==> src/rtl/srs_pkg.sv <==
// srs_pkg: shared state encoding and default sizes for serial_right_shifter
package srs_pkg;
    typedef enum logic [1:0] {
        IDLE  = 2'd0,
        SHIFT = 2'd1,
        DONE  = 2'd2
    } srs_state_t;
    localparam int DEF_WIDTH = 8;
    localparam int DEF_AMT_W = 4;
endpackage

==> src/rtl/srs_step_right.sv <==
// srs_step_right: one-position right step with a fill bit, exposing the bit that falls off
module srs_step_right #(
    parameter int WIDTH = 8
) (
    input  logic [WIDTH-1:0] data,
    input  logic             fill,
    output logic [WIDTH-1:0] next_data,
    output logic             shifted_out
);
    assign next_data   = {fill, data[WIDTH-1:1]};
    assign shifted_out = data[0];
endmodule

==> src/rtl/serial_right_shifter.sv <==
// serial_right_shifter: one-bit-per-clock logical/arithmetic right shifter with valid/ready ports
// Define RSHIFT_STICKY_EN to add out_sticky, the OR of every bit shifted out.
module serial_right_shifter
    import srs_pkg::*;
#(
    parameter int WIDTH = DEF_WIDTH,
    parameter int AMT_W = DEF_AMT_W
) (
    input  logic             clk,
    input  logic             reset,
    input  logic             in_valid,
    output logic             in_ready,
    input  logic [WIDTH-1:0] in_data,
    input  logic [AMT_W-1:0] in_amt,
    input  logic             in_arith,
    output logic             out_valid,
    input  logic             out_ready,
    output logic [WIDTH-1:0] out_data
`ifdef RSHIFT_STICKY_EN
    ,
    output logic             out_sticky
`endif
);
    srs_state_t       state_q, state_d;
    logic [WIDTH-1:0] data_r, step_next;
    logic [AMT_W-1:0] count, amt_sat;
    logic             fill;
    logic             accept;
    assign amt_sat   = (in_amt >= AMT_W'(WIDTH)) ? AMT_W'(WIDTH) : in_amt;
    assign accept    = (state_q == IDLE) && in_valid;
    assign in_ready  = state_q == IDLE;
    assign out_valid = state_q == DONE;
    assign out_data  = data_r;
    always_comb begin
        state_d = (state_q == IDLE)  ? (in_valid ? ((amt_sat == '0) ? DONE : SHIFT) : IDLE) :
                  (state_q == SHIFT) ? ((count == AMT_W'(1)) ? DONE : SHIFT) :
                  (out_ready ? IDLE : DONE);
    end
    always_ff @(posedge clk) begin
        if (reset) state_q <= IDLE;
        else       state_q <= state_d;
    end
`ifdef RSHIFT_STICKY_EN
    logic lost;
    srs_step_right #(.WIDTH(WIDTH)) u_step (
        .data(data_r), .fill(fill), .next_data(step_next), .shifted_out(lost)
    );
    always_ff @(posedge clk) begin
        if (reset)                 out_sticky <= 1'b0;
        else if (accept)           out_sticky <= 1'b0;
        else if (state_q == SHIFT) out_sticky <= out_sticky | lost;
    end
`else
    srs_step_right #(.WIDTH(WIDTH)) u_step (
        .data(data_r), .fill(fill), .next_data(step_next), .shifted_out()
    );
`endif
    always_ff @(posedge clk) begin
        if (reset) begin
            data_r <= '0;
            fill   <= 1'b0;
            count  <= '0;
        end else if (accept) begin
            data_r <= in_data;
            fill   <= in_arith & in_data[WIDTH-1];
            count  <= amt_sat;
        end else if (state_q == SHIFT) begin
            data_r <= step_next;
            count  <= count - AMT_W'(1);
        end
    end
endmodule

==> config.mk <==
export PLATFORM = sky130hd
export DESIGN_NAME = serial_right_shifter
export DESIGN_NICKNAME = d
export VERILOG_FILES = /design/src/rtl/srs_pkg.sv /design/src/rtl/srs_step_right.sv /design/src/rtl/serial_right_shifter.sv
export SDC_FILE = /design/constraint.sdc
export NUM_CORES = 1
export LEC_CHECK = 0
export ABC_AREA = 1
export CAP_MARGIN = 20
export CORE_UTILIZATION = 23
export DETAILED_ROUTE_END_ITERATION = 8
export HOLD_SLACK_MARGIN = 0.15
export MAX_ROUTING_LAYER = met4
export SYNTH_ARGS = -nofsm -noshare
export SYNTH_HDL_FRONTEND = slang
export SYNTH_SLANG_ARGS = --single-unit
==> constraint.sdc <==
create_clock -name clk -period 1.57 [get_ports clk]
set_input_delay 0.314 -clock clk [delete_from_list [all_inputs] [get_ports clk]]
set_output_delay 0.314 -clock clk [all_outputs]
set_load 0.02 [all_outputs]
* Word level (Yosys, flattened, before mapping)
Cells that the tools add are included.
Storage, ports and cells: logic and storage cells 25, register bits 15
Operators by class: multiplexer cells 11, magnitude comparators 1, add/sub/neg operators 1, eq/ne operators 3, reduce and logical (&&, ||, !) cells 4, bitwise gates (word level) 1
Operators with widths (count):
- 2-to-1 mux 8 bit | 2
- 2-to-1 mux 2 bit | 6
- 2-to-1 mux 4 bit | 3
- == test 4 x 1 -> 1 bit, second input constant | 1
- >= comparator 4 bit, second input constant | 1
- zero test 4 bit | 1
- subtractor 4 x 1 -> 4 bit, second input constant | 1
- == test 2 x 1 -> 1 bit, second input constant | 1
- == test 2 bit, second input constant | 1
- zero test 2 bit | 1
- nonzero test 2 bit | 1
- AND 1 bit | 1
- logical AND 1 bit | 1

* Longest topological paths before layout
Gate-level depths: netlist (run 1).
depth after elaboration 6, gate-level depth with buffers 7

* Modules after synthesis
From an unflattened synthesis (run 1), not the netlist that was laid out.
Unflattened totals: cell total of the unflattened synthesis 128, area, all modules 905.9 um2
Modules (own cells, without submodules):
- serial_right_shifter | area an instance 838.3 um2, cells each 119, seq. area each 300.3 um2, instances 1
- srs_step_right | area an instance 67.6 um2, cells each 9, seq. area each 0.0 um2, instances 1

* Worst setup path after synthesis (run 1)
No wires, ideal clock.
path type register -> register, start point reg state_q[0], end point reg count[1], cell stages (with the launch flop) 6, period minus slack after synthesis 1.085 ns, arrival time 0.974 ns, slack 0.485 ns, buffers on the path 0, data required time 1.459 ns, cell sequence dfxtp_1 -> nor2_4 -> nand2_4 -> or2_1 -> nand3_1 -> nor2_1
Between the ends: cells in the longest elaborated chain, start to end 3, elaborated cells on any way between the ends 5, those cells by class 1 x eq/ne; 1 x mux; 3 x reduce/logical
RTL lines:
- start: declaration | line serial_right_shifter.sv:24 | srs_state_t state_q, state_d;
- start signal: assignment | line serial_right_shifter.sv:41 | else state_q <= state_d;
- zero test 2 bit (*)
- named net in_ready | line serial_right_shifter.sv:12 | output logic in_ready,
- logical AND 1 bit (*) | line serial_right_shifter.sv:30 | assign accept = (state_q == IDLE) && in_valid;
- 2-to-1 mux 4 bit or nonzero test 2 bit (tied branches)
- end signal: assignment | line serial_right_shifter.sv:66 | count <= amt_sat;
- end signal: assignment | line serial_right_shifter.sv:69 | count <= count - AMT_W'(1);
- end: declaration | line serial_right_shifter.sv:26 | logic [AMT_W-1:0] count, amt_sat;
Mark *: on every way through the listed nets, which the timed path passes. The rest lies on a longest branch. A chain may end at the register's enable or synchronous reset.

* Final worst setup path (run 1)
start point reg state_q[1], end point out out_valid
Between the ends: cells in the longest elaborated chain, start to end 1
RTL lines:
- == test 2 bit | line serial_right_shifter.sv:32 | assign out_valid = state_q == DONE;
- end: declaration | line serial_right_shifter.sv:16 | output logic out_valid,
Every way passes these cells.

==> results of run 1 <==
-- worst reg2reg max path, cell delays in order (launching register included) --
cell and delay, ns:
dfxtp_1 0.45, inv_2 0.05, nor2_2 0.23, buf_4 0.21, nand2_1 0.05, nand3_1 0.07
and2_1 0.12
-- power by group --
group	switching, W	internal [W]	total [W]	leakage (nW)
clock	0.000132	0.0000949	0.000227	0.0177
sequential	0.0000286	0.000416	0.000445	0.124
combinational	0.000163	0.000141	0.000304	0.427
-- what timing repair did --
item | 4_1_cts | 5_1_grt
setup endpoints to repair | 9 | 2
hold buffers | 0 | 0
resized for setup | 9 | 2
setup buffers | 0 | 0
-- metal layers --
| layer | part of all wire, % | track usage (%) | vias up |
|---|---|---|---|
| met5 | 0 | - | - |
| met4 | 1.5 | 5.71 | 0 |
| met3 | 7.2 | 3.36 | 4 |
| met2 | 41 | 17.5 | 32 |
| met1 | 50 | 15.6 | 374 |
| li1 | - | - | 436 |
-- flip-flops by register name, indices dropped and copies added, names as in the netlist --
name	flops
out_data	8
count	4
state_q	2
fill	1
-- metrics by stage --
stage	hold WS, ns	area [µm²]	cells	worst slack, ns	util, %
floorplan	0.376	816	119	0.485	-
global placement	0.452	1150	194	0.0836	34.2
detailed placement	0.459	1150	194	0.0385	34.2
CTS	0.473	1160	198	0.00824	34.6
global route	0.520	1170	198	0.0224	34.7
finish	0.474	1170	198	0.104	34.7
-- path summary, 6_finish.rpt --
kind,cells past startpoint,start,endpoint,slack [ns]
worst max-delay path,3,state_q[1]$_SDFF_PP0_,out_valid,0.10
worst min-delay path,2,fill$_SDFFE_PP0P_,fill$_SDFFE_PP0P_,0.47
worst max register to register,6,state_q[0]$_SDFF_PP0_,out_data[4]$_SDFFE_PP0P_,0.32
worst min register to register,2,fill$_SDFFE_PP0P_,fill$_SDFFE_PP0P_,0.47
-- layout make-up --
class / instances / area, µm²
clock buffer: 3 / 22.5
clock inverter: 1 / 5.00
timing repair buffer: 32 / 297
multi-input combinational: 86 / 429
fill: 392 / 2190
sequential: 15 / 302
tap: 46 / 57.6
inverter: 15 / 56.3
-- placed cells by master (no fill, tap or decap), types with 2 or more instances in the layout --
master | Yosys | routed
dfxtp_1 | 15 | 14
nand2_1 | 35 | 35
inv_1 | 13 | 13
and2_1 | 7 | 7
o21ai_0 | 2 | 2
buf_4 | 1 | 6
nand3_1 | 14 | 14
clkbuf_4 | 0 | 3
inv_2 | 2 | 2
nor2_1 | 10 | 10
dlygate4sd2_1 | 0 | 9
ha_1 | 2 | 2
clkdlybuf4s50_1 | 0 | 16
a21oi_1 | 6 | 6
-- kinds of logic (layout without fill, tap and decap cells) --
group / after synthesis / after routing
xor gates and xnor gates: 1 / 1
and+or+nand+nor: 72 / 72
DFF: 15 / 15
AOI/OAI and AO/OA: 11 / 11
adders and majority gates: 2 / 2
buffers and inverters: 18 / 51
==> results_dict.tcl, run 1 <==
set metrics [dict create \
    status "complete, no violations" \
    finalCriticalPeriod_ns 1.47 \
    holdCritPathClass "reg2reg" \
    syn-cell-area_um2 816 \
    num_rows 21 \
    clk_latency_ns 0.29 \
    period_share_pct 93.4 \
    irDropWorstVdd_mv 0.388 \
    drtIter0Drc 57 \
    endpoint_kind "output port" \
    drive_gt1_share_pct 12.5 \
    start_kind "register" \
    ant_nets 0 \
    clock-root-buffer "clkbuf_4" \
    cts_tree "done" \
    grt_usage_pct 12.2 \
    grt_pass1_wl_mm 3.21 \
    ios 27 \
    dieWidth_um 61.6 \
    cp_data_required_time_ns 1.26 \
    clock.fmax_mhz 682 \
    die_h_um 61.6 \
    syn_nets 138 \
    worst_slew_pin_slew_ns 0.280 \
    post_drt_wl_per_cell_um 10.1 \
    ys_ff_latch 15 \
    cp_slowest_cell "dfxtp_2" \
    synth-simple-area-share_pct 40.5 \
    yosysWarnings 0 \
    clock_skew_ns 0.00783 \
    setup_tns_ns 0 \
    grt_antenna_before_repair 0 \
    synth_top_cell_by_area "dfxtp_1" \
    fp.coreArea_um2 3360 \
    p_leak_nw 0.569 \
    vias_per_cell 4.27 \
    die_area_um2 3790 \
    rsz0062_at_grt "no" \
    async_reset_ff_share_pct 0 \
    synthCells 119 \
    numCtsBuffers 3 \
    p_per_area_nw_per_um2 834 \
    synth_area_leaders "dfxtp_1 37%, nand2_1 16%, nand3_1 8.6%, inv_1 6.0%, and2_1 5.4%" \
    worstPathBufferInverterCount 2 \
    clk_pin_slew_ns 0.10 \
    nNetsFinal 172 \
    grt_pass1_vias 715 \
    cp.arrival_ns 1.15 \
    drcViolationCount 0 \
    io_buffer_count 26 \
    synthAdderAreaFrac_pct 3.07 \
    grt_max_degree 11 \
    yosys.area.top_type_share_pct 36.8 \
    synth_edf_count 0 \
    synth_top_family_by_area "simple AND/OR/NAND/NOR gates" \
    slowest_delay_ns 0.38 \
    finalHoldViolations 0 \
    critPathMaxFanout 3 \
    synth-compound-area-share_pct 7.98 \
    synth.most_common_cell "nand2_1" \
    crit_path_cell_trace "inv_1, nor2_1, dlygate4sd2_1" \
    synth.area.mux_share_pct 0 \
    routed_wl_mm 2.00 \
    hpwl_mm 1.51 \
    cts_max_level 1 \
    synth_xor_area_share_pct 1.07 \
    maxCapViolCount 0 \
    dr.pass1.iters 4 \
    crit_type "reg2out" \
    antenna_cells 0 \
    p_total_w 0.000975 \
    setup_viol 0 \
    synth_common_cells "35 x nand2_1, 15 x dfxtp_1, 14 x nand3_1, 13 x inv_1, 10 x nor2_1" \
    clock-sinks 15 \
    overflow 0 \
    slew_violations 0 \
    clockBufferDepth 2 \
    cpLargestDelayFamily "buffers and inverters" \
    ys_seq_area_share_pct 36.8 \
    ys_types 22 \
    avgSynthCellArea_um2 6.86 \
    syn2layout_area_growth_pct 43.3 \
    vias 846 \
    start_util_pct 24.3 \
    synth-main-ff-cell "dfxtp_1" \
    relSlewSlack_pct 81.3 \
    gp_congestion 0.798 \
]
Power figures use the tool's default switching activity.
==> run 2: changes to the inputs <==
--- a/config.mk
+++ b/config.mk
@@ -9,6 +9,7 @@
 export CAP_MARGIN = 20
 export CORE_UTILIZATION = 23
 export DETAILED_ROUTE_END_ITERATION = 8
+export DONT_BUFFER_PORTS = 1
 export HOLD_SLACK_MARGIN = 0.15
 export MAX_ROUTING_LAYER = met4
 export SYNTH_ARGS = -nofsm -noshare
==> run 2 against run 1 <==
Sequential cell count unchanged. Global-route usage down 1.4 points. Cell area decreased by 23%. Register-to-register slack worse by 0.09 ns. Combinational power shrank 35%. Clock power decreased by 3%. Maximum frequency up 2.8%. Sequential power is 4.7% higher. Critical path type unchanged. Non-clock buffer count decreased by 29. Clock skew is 0.0045 ns lower. Critical path depth fell by 1. First-iteration DRC count is 35% lower.
==> results_dict.tcl, run 2 (synthesis results as in run 1) <==
set metrics [dict create \
    vias 723 \
    nNetsFinal 143 \
    worstPathBufferInverterCount 1 \
    syn2layout_area_growth_pct 9.97 \
    numCtsBuffers 3 \
    io_buffer_count 0 \
    gp_congestion 0.764 \
    setup_viol 0 \
    fp.coreArea_um2 3360 \
    layout_commonest_cell "nand2_1" \
    cts_max_level 1 \
    status "complete, no violations" \
    p_total_w 0.000885 \
    slowest_delay_ns 0.42 \
    internal_power_w 0.000590 \
    cts_tree "done" \
    largest_reg_flops 8 \
    top_usage_layer "met1" \
    hpwl_mm 1.36 \
    use_met1_pct 15.8 \
    antenna_cells 0 \
    cp.arrival_ns 1.11 \
    dpl-instance-area_um2 851 \
    dr.pass1.iters 4 \
    die_h_um 61.6 \
    finalCriticalPeriod_ns 1.43 \
    p_leak_nw 0.403 \
    start_kind "register" \
    grt_usage_pct 10.8 \
    power_frac_clock_pct 24.9 \
    routed_wl_mm 1.78 \
    grt_antenna_before_repair 0 \
    pwr-share-comb_pct 22.4 \
    clock.fmax_mhz 701 \
    met3_usage_pct 3.99 \
    stdcell_count 169 \
    num_rows 21 \
    placed_cells_incl_taps 163 \
    dieWidth_um 61.6 \
    ant_nets 0 \
    vias_per_cell 4.28 \
    relSlewSlack_pct 65.9 \
    p_per_area_nw_per_um2 987 \
    crit_path_cell_trace "inv_1, nor2_1" \
    grt_max_degree 13 \
    drive_gt1_share_pct 9.76 \
    crit_type "reg2out" \
    die_area_um2 3790 \
    cpLargestDelayFamily "flip-flops" \
    start_util_pct 24.3 \
    seqPwrFrac_pct 52.7 \
    layout.cells.most_common_list "35 x nand2_1, 15 x dfxtp_1, 14 x nand3_1" \
    clk_latency_ns 0.28 \
    critPathMaxFanout 3 \
    endpoint_kind "output port" \
    rsz0062_at_grt "no" \
    ios 27 \
    cts_resized 0 \
    grt_util_met2_pct 13.4 \
    grt_pass1_vias 602 \
    clock_skew_ns 0.00328 \
    overflow 0 \
    drtIter0Drc 37 \
    switching_share_pct 33.3 \
    clock-sinks 15 \
    clock-root-buffer "clkbuf_4" \
    setup_ws_ns 0.143 \
    post_drt_wl_per_cell_um 10.5 \
    final_area_um2 897 \
    clockBufferDepth 2 \
    slew_violations 0 \
    clk_pin_slew_ns 0.09 \
    cp_data_required_time_ns 1.26 \
    period_share_pct 90.9 \
    pre_cts_ws_ns 0.259 \
    cp_slowest_cell "dfxtp_1" \
    maxCapViolCount 0 \
    grt_pass1_wl_mm 2.79 \
    finalHoldViolations 0 \
    worst_slew_pin_slew_ns 0.511 \
    drcViolationCount 0 \
    p_sw_w 0.000295 \
    irDropWorstVdd_mv 0.385 \
    setup_tns_ns 0 \
    holdCritPathClass "in2reg" \
]
==> run 2: cell type report <==
type / count / area (µm²)
Multi-Input combinational cell: 86 / 429
Inverter: 15 / 56.3
Tap cell: 46 / 57.6
Clock buffer: 4 / 26.3
Sequential cell: 15 / 300
Timing Repair Buffer: 3 / 27.5
Fill cell: 420 / 2470
==> run 2: power groups by stage <==
stage	Combinational, W	Sequential (W)	Clock (W)
after global placement	0.000192	0.000476	0
after global routing	0.000230	0.000471	0.000247
after CTS	0.000197	0.000467	0.000228
after floorplan	0.000173	0.000466	0
final	0.000198	0.000466	0.000220
after detailed placement	0.000193	0.000475	0
==> run 2: per-stage QoR <==
stage | hold WS [ns] | utilization [%]
finish | 0.167 | 26.7
global route | 0.165 | 26.7
CTS | 0.160 | 26.4
detailed placement | 0.382 | 25.3
global placement | 0.380 | 25.3
floorplan | 0.376 | -
==> run 2: routing by layer <==
layer | vias to the layer above | wire [µm]
li1 | 377 | -
met1 | 307 | 899
met2 | 37 | 687
met3 | 2 | 181
met4 | 0 | 9
met5 | - | 0
==> run 2: final timing paths <==
check / startpoint / end / slack (ns) / cells past startpoint
hold / removal: reset / count[2]$_SDFFE_PP0P_ / 0.17 / 3
setup reg to reg: state_q[0]$_SDFF_PP0_ / count[1]$_SDFFE_PP0P_ / 0.23 / 7
hold reg to reg: fill$_SDFFE_PP0P_ / fill$_SDFFE_PP0P_ / 0.47 / 2
setup / recovery: state_q[1]$_SDFF_PP0_ / out_valid / 0.14 / 2
==> run 2: tightest hold or removal path: stages <==
cell,delay [ns]
a21oi_1,0.02
nand2_1,0.05
inv_1,0.03
==> run 2: what timing repair did <==
action,CTS,global route
hold buffers,1,1
hold endpoints to repair,4,1
buffers inserted,0,0
==> run 3: changes to the inputs <==
--- a/config.mk
+++ b/config.mk
@@ -7,6 +7,7 @@
 export LEC_CHECK = 0
 export ABC_AREA = 1
 export CAP_MARGIN = 20
+export CORE_ASPECT_RATIO = 1.2
 export CORE_UTILIZATION = 23
 export DETAILED_ROUTE_END_ITERATION = 8
 export DONT_BUFFER_PORTS = 1
==> run 3 against run 2 <==
Via count is 1.8% lower. Die area hardly changed. Wire length decreased by 0.79%. Clock skew decreased by 0.0014 ns. Highest routed layer is now met3. Sequential share of layout area shrank 0.19 points. Maximum frequency increased by 1.4%. Largest cell class unchanged. Register-to-register slack better by 0.05 ns. Sequential cell count did not move. Setup slack gained 0.020 ns.
==> results_dict.tcl, run 3 (synthesis results as in run 1) <==
set metrics [dict create \
    power_frac_clock_pct 31.9 \
    clockBufferDepth 2 \
    grt_max_degree 13 \
    io_buffer_count 0 \
    p_per_area_nw_per_um2 1080 \
    num-fill-cells 368 \
    fp.coreArea_um2 3370 \
    nNetsFinal 143 \
    cp_data_required_time_ns 1.26 \
    switching_share_pct 31.1 \
    r2r_setup_slack_ns 0.28 \
    maxCapViolCount 0 \
    finalHoldViolations 0 \
    cp_slowest_cell "dfxtp_1" \
    clock-sinks 15 \
    clock-root-buffer "clkbuf_8" \
    vias 710 \
    largest_reg_flops 8 \
    routed_wl_mm 1.76 \
    cts_max_level 1 \
    fin_util_pct 26.8 \
    rsz0062_at_grt "no" \
    irDropWorstVdd_mv 0.466 \
    clock.fmax_mhz 711 \
    cts_resized 0 \
    grt_usage_pct 10.0 \
    setup_viol 0 \
    antenna_cells 0 \
    numCtsBuffers 3 \
    clk_pin_slew_ns 0.06 \
    clock_skew_ns 0.00185 \
    seqPwrFrac_pct 47.7 \
    p_total_w 0.000978 \
    slew_violations 0 \
    start_kind "register" \
    gp_congestion 0.741 \
    finalCriticalPeriod_ns 1.41 \
    vias_per_cell 4.44 \
    slowest_delay_ns 0.41 \
    clk_latency_ns 0.24 \
    grt_pass1_wl_mm 2.85 \
    dpl-instance-area_um2 847 \
    pwr-share-comb_pct 20.4 \
    grt_pass1_vias 586 \
    ant_nets 0 \
    layout.cells.most_common_list "35 x nand2_1, 15 x dfxtp_1, 14 x nand3_1" \
    die_area_um2 3790 \
    post_drt_wl_per_cell_um 11.0 \
    p_sw_w 0.000305 \
    cts_tree "done" \
    start_util_pct 24.2 \
    critPathMaxFanout 3 \
    drive_gt1_share_pct 10.6 \
    endpoint_kind "output port" \
    cp.arrival_ns 1.09 \
    crit_path_cell_trace "inv_1, nor2_1" \
    dr.pass1.iters 4 \
    drtIter0Drc 16 \
    setup_tns_ns 0 \
    drcViolationCount 0 \
    pre_cts_ws_ns 0.293 \
    period_share_pct 89.6 \
    dieWidth_um 56.4 \
    layout_commonest_cell "nand2_1" \
    grt_antenna_before_repair 0 \
    final_area_um2 902 \
    hpwl_mm 1.34 \
    setup_ws_ns 0.163 \
    overflow 0 \
    ios 27 \
    status "complete, no violations" \
    relSlewSlack_pct 67.1 \
    p_leak_nw 0.411 \
    internal_power_w 0.000673 \
    worst_slew_pin_slew_ns 0.493 \
    syn2layout_area_growth_pct 10.6 \
    num_rows 23 \
    die_h_um 67.2 \
    crit_type "reg2out" \
    holdCritPathClass "in2reg" \
    postCtsSetupBuffers 0 \
]
==> run 3: changes by cell type in the layout (fill, tap and decap cells not counted), sizes merged <==
cell         previous run  this run
dlygate4sd3             2         1
buf                     1         2
==> run 3: area by class of cell <==
type                       instances  area, µm²  area share (%)
tap                               37       46.3            5.13
multi-input combinational         86        429            47.6
clock buffer                       4       45.0            4.99
inverter                          15       56.3            6.24
sequential                        15        300            33.3
timing repair buffer               3       25.0            2.77
==> run 3: path summary, 6_finish.rpt <==
| check | startpoint | endpoint | depth (start not counted) |
|---|---|---|---|
| worst min-delay path | in_data[7] | out_data[7]$_SDFFE_PP0P_ | 2 |
| worst max register to register | state_q[0]$_SDFF_PP0_ | count[1]$_SDFFE_PP0P_ | 7 |
| worst max-delay path | state_q[1]$_SDFF_PP0_ | out_valid | 2 |
| worst min register to register | fill$_SDFFE_PP0P_ | fill$_SDFFE_PP0P_ | 2 |
==> run 3: what timing repair did <==
action,4_1_cts,5_1_grt
hold buffers,1,0
setup endpoints to repair,0,0
hold endpoints to repair,4,0
==> run 3: worst max-delay path: cells and delay by family (launching register included) <==
family / cells / cell delay [ns]
buffers and inverters: 1 / 0.10
flip-flops: 1 / 0.41
AND/OR/NAND/NOR: 1 / 0.34
==> run 3: through the flow <==
stage | hold slack [ns] | std cells
final | 0.206 | 160
after global routing | 0.229 | 160
after CTS | 0.206 | 160
after detailed placement | 0.380 | 155
after global placement | 0.381 | 155
after floorplan | 0.376 | 119
==> run 3: power by group through the flow <==
stage                     combinational [W]  sequential (W)  clock (W)
after floorplan                    0.000173        0.000466          0
after global placement             0.000195        0.000475          0
after detailed placement           0.000195        0.000475          0
after CTS                          0.000200        0.000467   0.000322
after global routing               0.000229        0.000472   0.000345
final                              0.000199        0.000466   0.000312
==> run 3: per-layer routing <==
layer	wire, µm	vias up	track usage [%]
met3	126	0	3.45
met1	901	310	13.9
met4	0	0	2.74
met5	0	-	-
met2	735	22	13.7
li1	-	378	-
